===== src/rtl/cpu_defs_pkg.sv =====
// Shared definitions for the control sequencer: opcodes, state encoding, IR field positions.
// Latency: n/a (constants and pure decode helpers only).
// Backpressure: n/a.
package cpu_defs_pkg;

  typedef logic [4:0] op_t;
  typedef logic [3:0] state_t;

  // Opcodes understood by the sequencer; anything else behaves as NOP
  localparam op_t OP_ADD  = 5'b00011;
  localparam op_t OP_SUB  = 5'b00100;
  localparam op_t OP_SHR  = 5'b00101;
  localparam op_t OP_SHL  = 5'b00110;
  localparam op_t OP_ROR  = 5'b00111;
  localparam op_t OP_ROL  = 5'b01000;
  localparam op_t OP_AND  = 5'b01001;
  localparam op_t OP_OR   = 5'b01010;
  localparam op_t OP_MUL  = 5'b01111;
  localparam op_t OP_DIV  = 5'b10000;
  localparam op_t OP_NEG  = 5'b10001;
  localparam op_t OP_NOT  = 5'b10010;
  localparam op_t OP_NOP  = 5'b11010;
  localparam op_t OP_HALT = 5'b11011;

  // State encoding, also exported on the debug port
  localparam state_t ST_IDLE = 4'd0;
  localparam state_t ST_T0   = 4'd1;
  localparam state_t ST_T1   = 4'd2;
  localparam state_t ST_T2   = 4'd3;
  localparam state_t ST_T3   = 4'd4;
  localparam state_t ST_T4   = 4'd5;
  localparam state_t ST_T5   = 4'd6;
  localparam state_t ST_T6   = 4'd7;
  localparam state_t ST_HALT = 4'd8;

  // IR field bit positions
  localparam int unsigned OP_MSB = 31;
  localparam int unsigned OP_LSB = 27;
  localparam int unsigned RA_LSB = 23;
  localparam int unsigned RB_LSB = 19;
  localparam int unsigned RC_LSB = 15;

  // MUL/DIV need the extra HI/LO writeback step
  function automatic logic is_muldiv_op(op_t op);
    return (op == OP_MUL) || (op == OP_DIV);
  endfunction

  // Two-operand ALU ops: Y gets Rb, ALU combines Y with Rc
  function automatic logic is_alu_op(op_t op);
    return (op inside {OP_ADD, OP_SUB, OP_SHR, OP_SHL, OP_ROR, OP_ROL, OP_AND, OP_OR})
           || is_muldiv_op(op);
  endfunction

  // Single-operand ops: Rb goes straight through the ALU into Z
  function automatic logic is_unary_op(op_t op);
    return (op == OP_NEG) || (op == OP_NOT);
  endfunction

endpackage


===== src/rtl/reg_select_decoder.sv =====
// Register-select decoder: binary select to one-hot strobe vector, gated by an enable.
// Latency: combinational.
// Backpressure: none; output follows inputs directly.
module reg_select_decoder #(
  parameter int N  = 16,
  parameter int SW = 4
) (
  input  logic          en_i,
  input  logic [SW-1:0] sel_i,
  output logic [N-1:0]  onehot_o
);

  // Selects beyond N-1 simply produce no strobe
  always_comb begin
    onehot_o = '0;
    for (int i = 0; i < N; i++) begin
      if (en_i && (int'(sel_i) == i)) onehot_o[i] = 1'b1;
    end
  end

endmodule


===== src/rtl/control_sequencer.sv =====
// Moore control unit sequencing fetch (T0-T2) and execute (T3-T6) strobes for the datapath.
// Latency: ALU 6, MUL/DIV 7, NEG/NOT 5, NOP 4 cycles, plus one per memory wait cycle in T1.
// Backpressure: T1 holds read until mem_done; stop is only honoured at instruction boundaries.
module control_sequencer
  import cpu_defs_pkg::*;
#(
  parameter int NUM_REGS = 16,
  parameter int OPW      = 5,
  parameter int RSW      = 4
) (
  input  logic                clock,
  input  logic                clear,
  input  logic [31:0]         ir,
  input  logic                mem_done,
  input  logic                stop,
  output logic                PCout,
  output logic                MARin,
  output logic                incPC,
  output logic                Zin,
  output logic                PCin,
  output logic                read,
  output logic                MDRin,
  output logic                MDRout,
  output logic                IRin,
  output logic                Yin,
  output logic                ZLowOut,
  output logic                ZHighOut,
  output logic                HIin,
  output logic                LOin,
  output logic [NUM_REGS-1:0] reg_in,
  output logic [NUM_REGS-1:0] reg_out,
  output logic [OPW-1:0]      alu_op,
  output logic                run,
  output logic [3:0]          state
);

  state_t         state_q, state_d;
  state_t         eoi_state;
  op_t            op;
  logic [RSW-1:0] ra, rb, rc;
  logic           in_en, out_en, out_use_rc;
  logic [RSW-1:0] out_sel;
  logic           unused_ir_bits;

  assign op = ir[OP_MSB:OP_LSB];
  assign ra = ir[RA_LSB +: RSW];
  assign rb = ir[RB_LSB +: RSW];
  assign rc = ir[RC_LSB +: RSW];

  // Low IR bits carry immediates the sequencer never looks at
  assign unused_ir_bits = ^ir[RC_LSB-1:0];

  // Where every completed instruction goes next
  assign eoi_state = stop ? ST_IDLE : ST_T0;

  // State register; clear abandons any instruction in flight
  always_ff @(posedge clock) begin
    if (clear) state_q <= ST_IDLE;
    else       state_q <= state_d;
  end

  // Next-state decode from the current step and the opcode class
  always_comb begin
    state_d = state_q;
    case (state_q)
      ST_IDLE: if (!stop) state_d = ST_T0;
      ST_T0:   state_d = ST_T1;
      ST_T1:   if (mem_done) state_d = ST_T2;
      ST_T2:   state_d = ST_T3;
      ST_T3: begin
        if (is_alu_op(op) || is_unary_op(op)) state_d = ST_T4;
        else if (op == OP_HALT)               state_d = ST_HALT;
        else                                  state_d = eoi_state;
      end
      ST_T4:   state_d = is_alu_op(op) ? ST_T5 : eoi_state;
      ST_T5:   state_d = is_muldiv_op(op) ? ST_T6 : eoi_state;
      ST_T6:   state_d = eoi_state;
      ST_HALT: state_d = ST_HALT;
      default: state_d = ST_IDLE;
    endcase
  end

  // Moore strobe decode; each strobe covers the whole cycle of its step
  always_comb begin
    {PCout, MARin, incPC, Zin, PCin, read, MDRin,
     MDRout, IRin, Yin, ZLowOut, ZHighOut, HIin, LOin} = 14'b0;
    alu_op     = OPW'(OP_NOP);
    in_en      = 1'b0;
    out_en     = 1'b0;
    out_use_rc = 1'b0;
    case (state_q)
      ST_T0: begin
        PCout = 1'b1; MARin = 1'b1; incPC = 1'b1; Zin = 1'b1;
      end
      ST_T1: begin
        // Re-loading PC from Z while waiting is harmless: Z is unchanged
        ZLowOut = 1'b1; PCin = 1'b1; read = 1'b1; MDRin = 1'b1;
      end
      ST_T2: begin
        MDRout = 1'b1; IRin = 1'b1;
      end
      ST_T3: begin
        if (is_alu_op(op)) begin
          out_en = 1'b1; Yin = 1'b1;
        end else if (is_unary_op(op)) begin
          out_en = 1'b1; alu_op = OPW'(op); Zin = 1'b1;
        end
      end
      ST_T4: begin
        if (is_alu_op(op)) begin
          out_en = 1'b1; out_use_rc = 1'b1; alu_op = OPW'(op); Zin = 1'b1;
        end else if (is_unary_op(op)) begin
          ZLowOut = 1'b1; in_en = 1'b1;
        end
      end
      ST_T5: begin
        if (is_muldiv_op(op)) begin
          ZLowOut = 1'b1; LOin = 1'b1;
        end else if (is_alu_op(op)) begin
          ZLowOut = 1'b1; in_en = 1'b1;
        end
      end
      ST_T6: begin
        if (is_muldiv_op(op)) begin
          ZHighOut = 1'b1; HIin = 1'b1;
        end
      end
      default: ;
    endcase
  end

  assign out_sel = out_use_rc ? rc : rb;

  reg_select_decoder #(.N(NUM_REGS), .SW(RSW)) u_reg_in_dec (
    .en_i     (in_en),
    .sel_i    (ra),
    .onehot_o (reg_in)
  );

  reg_select_decoder #(.N(NUM_REGS), .SW(RSW)) u_reg_out_dec (
    .en_i     (out_en),
    .sel_i    (out_sel),
    .onehot_o (reg_out)
  );

  assign run   = (state_q != ST_IDLE) && (state_q != ST_HALT);
  assign state = state_q;

endmodule


===== config.mk =====
export PLATFORM = sky130hd
export DESIGN_NAME = control_sequencer
export DESIGN_NICKNAME = d
export VERILOG_FILES = /design/src/rtl/cpu_defs_pkg.sv /design/src/rtl/reg_select_decoder.sv /design/src/rtl/control_sequencer.sv
export SDC_FILE = /design/constraint.sdc
export NUM_CORES = 1
export LEC_CHECK = 0
export CAP_MARGIN = 20
export CORE_ASPECT_RATIO = 0.6
export CORE_UTILIZATION = 29
export DETAILED_ROUTE_END_ITERATION = 8
export GPL_TIMING_DRIVEN = 0
export MAX_ROUTING_LAYER = met4
export PLACE_DENSITY = 0.79
export SLEW_MARGIN = 25
export SYNTH_ARGS = -nofsm -noshare
export SYNTH_HDL_FRONTEND = slang
export SYNTH_HIERARCHICAL = 1
export SYNTH_SLANG_ARGS = --single-unit

===== constraint.sdc =====
create_clock -name clock -period 3.5 [get_ports clock]
set_clock_uncertainty 0.05 [all_clocks]
set_input_delay 0.7 -clock clock [delete_from_list [all_inputs] [get_ports clock]]
set_output_delay 0.7 -clock clock [all_outputs]
set_load 0.005 [all_outputs]

# Word-level counts from Yosys, hierarchy flattened
# Index checks and enable logic that the tools add are counted.
# classes
n_mux,63
reduce_logical,43
eq_ne,54
# op_table
cell,n
"equality test 4 bit, second input constant",17
"equality test 4 x 3 -> 1 bit, second input constant",12
two-way mux 1 bit,47
one-hot mux 4 bit (9 select lines),1
logical AND 1 bit,33
"equality test 4 x 2 -> 1 bit, second input constant",6
"equality test 5 x 3 -> 1 bit, second input constant",4
"equality test 5 x 4 -> 1 bit, second input constant",4
"equality test 5 bit, second input constant",4
two-way mux 4 bit,5
two-way mux 5 bit,3
"equality test 4 x 1 -> 1 bit, second input constant",3
zero test 4 bit,3
one-hot mux 5 bit (2 select lines),1
nonzero test 8 bit,1
two-way mux 3 bit,2
one-hot mux 1 bit (3 select lines),2
"equality test 5 x 2 -> 1 bit, second input constant",1
logical OR 1 bit,4
"inequality test 2 bit, second input constant",2
"inequality test 4 bit, second input constant",1
one-hot mux 1 bit (2 select lines),2
nonzero test 4 bit,1
AND reduction 2 bit,1
# word_totals
word_cells,161
output_inout_bits,56
ff_bits,4
inputBits,36

# Logic depth before layout (Yosys ltp)
# logic_depth
depth_word,9
depth_mapped,8

# Modules after synthesis
# The synthesis kept the hierarchy.
# modules_own_cells
mod,cells_per_inst,area_per_inst_um2,instances,seq_area_each_um2
control_sequencer,97,635.6,1,80.1
reg_select_decoder,23,117.6,2,0.0

# Worst setup path after synthesis
# No wires, ideal clock.
# synth_path
kind,input port to output port
start,input port ir[29]
end,output port reg_out[0]
path_slack_ns,0.286
path_buffers,1
path_stages,8
required_time_ns,2.750
t_arrival_ns,2.464
cell_sequence,buf_2 > a211o_1 > o2111ai_4 > nand2_1 > nand3_1 > mux2_2 > or3b_4 > nor3_2
# synth_between
elab_chain_len,9
# synth_lines
item,line,text
from (decl),control_sequencer.sv:13,"input logic [31:0] ir,"
equality test 5 x 2 -> 1 bit (tied with other cells),cpu_defs_pkg.sv:50,"return (op inside {OP_ADD, OP_SUB, OP_SHR, OP_SHL, OP_ROR, OP_ROL, OP_AND, OP_OR})"
nonzero test 8 bit or logical OR 1 bit (tied branches),"cpu_defs_pkg.sv:50, cpu_defs_pkg.sv:45",
logical OR 1 bit (*),cpu_defs_pkg.sv:51,|| is_muldiv_op(op);
two-way mux 1 bit (*),control_sequencer.sv:110,if (is_alu_op(op)) begin
two-way mux 1 bit (*),control_sequencer.sv:91,case (state_q)
two-way mux 4 bit (*),control_sequencer.sv:132,assign out_sel = out_use_rc ? rc : rb;
via out_sel[2],control_sequencer.sv:42,logic [RSW-1:0] out_sel;
zero test 4 bit (*),reg_select_decoder.sv:17,if (en_i && (int'(sel_i) == i)) onehot_o[i] = 1'b1;
logical AND 1 bit (*),reg_select_decoder.sv:17,
two-way mux 1 bit (*),reg_select_decoder.sv:17,
to (decl),control_sequencer.sv:31,"output logic [NUM_REGS-1:0] reg_out,"
# The timed path passes the listed nets; every way through them passes the cells marked *.

# Final worst setup path
# layout_path
start,input port ir[27]
end,output port reg_out[2]
# layout_between
elab_chain_len,9
# layout_lines
item,line
equality test 5 x 2 -> 1 bit (tied with other cells),cpu_defs_pkg.sv:50
nonzero test 8 bit or logical OR 1 bit (tied branches),"cpu_defs_pkg.sv:50, cpu_defs_pkg.sv:45"
logical OR 1 bit (*),cpu_defs_pkg.sv:51
two-way mux 1 bit (*),control_sequencer.sv:110
two-way mux 1 bit (*),control_sequencer.sv:91
two-way mux 4 bit (*),control_sequencer.sv:132
via out_sel[2],control_sequencer.sv:42
equality test 4 x 3 -> 1 bit (*),reg_select_decoder.sv:17
logical AND 1 bit (*),reg_select_decoder.sv:17
two-way mux 1 bit (*),reg_select_decoder.sv:17
# Marks and branches as above.

==> flow_summary.json <==
{
  "postCtsHoldBufs": 0,
  "synth_xor_xnor_area_share": 0.0101,
  "syn-num-nets": 179,
  "setup_viol": 0,
  "syn_area_um2": 871,
  "power_density_nw_per_um2": 182,
  "yosysWarnings": 6,
  "grt_max_degree": 13,
  "dieHeight_um": 44.4,
  "clockBufferDepth": 2,
  "worstSetupEndpointType": "output port",
  "yosysTopAreaCellShare": 0.164,
  "fp.dieW_um": 72.7,
  "reg2reg_slack_ns": 1.59,
  "cap_violations": 0,
  "cp-start-kind": "primary input",
  "layout-drive-gt1-share": 0.276,
  "drt_first_pass_iters": 4,
  "p_leak_nw": 1.02,
  "num_io_pins": 92,
  "cts_root_buffer": "clkbuf_8",
  "hold_class": "register to register",
  "drc_errors": 0,
  "routed_wirelength_mm": 4.26,
  "place_congestion": 0.859,
  "fill_cells": 210,
  "path_clk_slew_ns": 0.03,
  "irDropWorstVdd_mv": 0.139,
  "synth-simple-area-share": 0.546,
  "slew_viol_final": 0,
  "hpwl_mm": 2.80,
  "yosysSeqAreaShare": 0.0920,
  "tightestPinTransition_ns": 0.453,
  "worstSetupPathType": "primary input to output port",
  "synth_compound_area_frac": 0.195,
  "placed_area_um2": 1670,
  "grt_pass1_wl_mm": 5.87,
  "muxShareOfSynthArea": 0.0517,
  "ant_nets": 0,
  "status": "complete, no violations",
  "antenna_found_initial": 0,
  "cts_made_buffers": 3,
  "ys_ff_latch": 4,
  "min_period_over_period": 0.998,
  "fin_crit_ns": 3.49,
  "vias": 1502,
  "insertion_delay_ns": 0.21,
  "fin_ws_ns": 0.00651,
  "synth_cell_types": 36,
  "numPortBuffers": 75,
  "htreeDepth": 1,
  "holdPathEnd": "state[0]$_SDFFE_PP0P_",
  "r2r_end": "state[2]$_SDFFE_PP0P_",
  "synthCells": 143,
  "synth_top_area_cell": "nor2_1",
  "hold_depth": 4,
  "syn_to_final_growth_pct": 128,
  "worst-path-max-fanout": 7,
  "avgSynthCellArea_um2": 6.09,
  "synth_area_leaders": "nor2_1, dfxtp_1, nand2b_1, nor3_1, buf_4",
  "timing.rr.start": "state[2]$_SDFFE_PP0P_",
  "synth_top_family_by_area": "simple AND/OR/NAND/NOR gates",
  "num_rows": 14,
  "place_ws_ns": -0.890,
  "max_slew_margin": 0.698,
  "min_from": "state[1]$_SDFFE_PP0P_",
  "largest_register_ffs": 4,
  "clock.fmax_mhz": 286,
  "drt-initial-drc-count": 145,
  "grt.total_usage": 0.237,
  "viasPerCell": 5.25,
  "final_util": 0.745,
  "grt_pass1_vias": 1264,
  "critPathArrivalTime_ns": 2.74,
  "final_nets": 284,
  "gr-total-overflow": 0,
  "synth_adder_area_share": 0,
  "reg2reg_depth": 7,
  "routedWlPerCell_um": 14.9,
  "initial_utilization": 0.327,
  "worstPathRequired_ns": 2.75,
  "finalHoldViolCount": 0,
  "final_area_um2": 1980,
  "cts_tree": "built",
  "diodes": 0,
  "cts.sinks": 4,
  "core_area_um2": 2660,
  "dieArea_um2": 3230
}
-- layout make-up --
cell class	instances	area (um^2)	share of cell area
multi-input combinational	121	793	0.400
timing repair buffer	101	930	0.468
inverter	7	26.3	0.0132
tap	40	50.0	0.0252
clock buffer	3	41.3	0.0208
sequential	4	80.1	0.0404
buffer	10	63.8	0.0322
-- cell families after synthesis --
logic type,Yosys count
xor gates and xnor gates,1
DFF,4
AOI/OAI and AO/OA,22
buffers and inverters,18
and+or+nand+nor,94
muxes,4
-- critical path, cell delays in order --
cell	delay, ns
buf_2	0.15
a211o_1	0.35
o2111ai_4	0.09
nand2_2	0.12
nand3_4	0.12
mux2_4	0.32
or3b_4	0.42
buf_4	0.15
nor2_1	0.10
clkdlybuf4s15_2	0.23
-- cell usage after synthesis, drive strengths merged --
cell type and instances:
nor2 38, nand2 12, nor3 11, nand2b 8
buf 7, inv 7, nand3 6, a31oi 5
o21ai 5, clkbuf 4, dfxtp 4, mux2 4
nand3b 4, nor4 4, a211o 2, a211oi 2
a21oi 2, and2 2, or3b 2, a311oi 1
and4b 1, nand4 1, nand4b 1, nor3b 1
o2111ai 1, o21a 1, o22a 1, o22ai 1
o2bb2a 1, or2 1, or3 1, or4 1
xor2 1
-- what timing repair did --
action                                  CTS  global route
pin swaps                                11            13
setup buffers                            17             9
gates cloned                              0             0
endpoints found under the setup margin   37            21
hold endpoints to repair                  0             0
resized for setup                        51            17
-- metrics by stage --
stage	hold WS (ns)	TNS, ns	std cells	power [mW]
global placement	0.590	-18.09	258	0.236
floorplan	0.572	0	143	0.142
detailed placement	0.610	-20.32	258	0.238
CTS	0.614	-0.00227	277	0.351
global route	0.678	-0.126	286	0.378
finish	0.622	0	286	0.361
-- power by group --
| group | switching [mW] | internal, mW | leakage, nW |
|---|---|---|---|
| Clock | 0.0227 | 0.0732 | 0.0216 |
| Sequential | 0.00669 | 0.0506 | 0.0327 |
| Combinational | 0.0959 | 0.112 | 0.961 |
| Total | 0.125 | 0.236 | 1.02 |
-- routing by layer --
layer	wire length (um)	global-route usage	vias up
met5	0	-	-
met4	34	0.0314	0
met3	499	0.0501	4
met2	1890	0.404	113
met1	1840	0.299	679
li1	-	-	706
-- cell usage in the layout, fill, tap and decap left out, types with 3 or more instances in the layout --
master and instances:
a31oi_1 5, clkbuf_1 3, buf_2 3, nor3_2 6
nor4_1 4, mux2_4 4, clkbuf_8 3, inv_1 6
dlymetal6s2s_1 10, nand2b_1 6, dfxtp_1 4, buf_4 32
nand3_1 3, dlygate4sd2_1 14, nand3b_1 4, nor3_1 5
clkdlybuf4s50_1 45, nand2_1 9, nor2_1 37, o21ai_0 5
nand2_2 3
-- worst max-delay path by stage --
stage               slack (ns)         end   start
finish                   0.007  reg_out[2]  ir[27]
global route             -0.05  reg_out[2]  ir[27]
CTS                     -0.002  reg_out[4]  ir[28]
detailed placement       -0.89  reg_out[2]  ir[27]
global placement         -0.84  reg_out[0]  ir[30]
floorplan                 0.29  reg_out[0]  ir[29]
(Power assumes the default switching activity.)
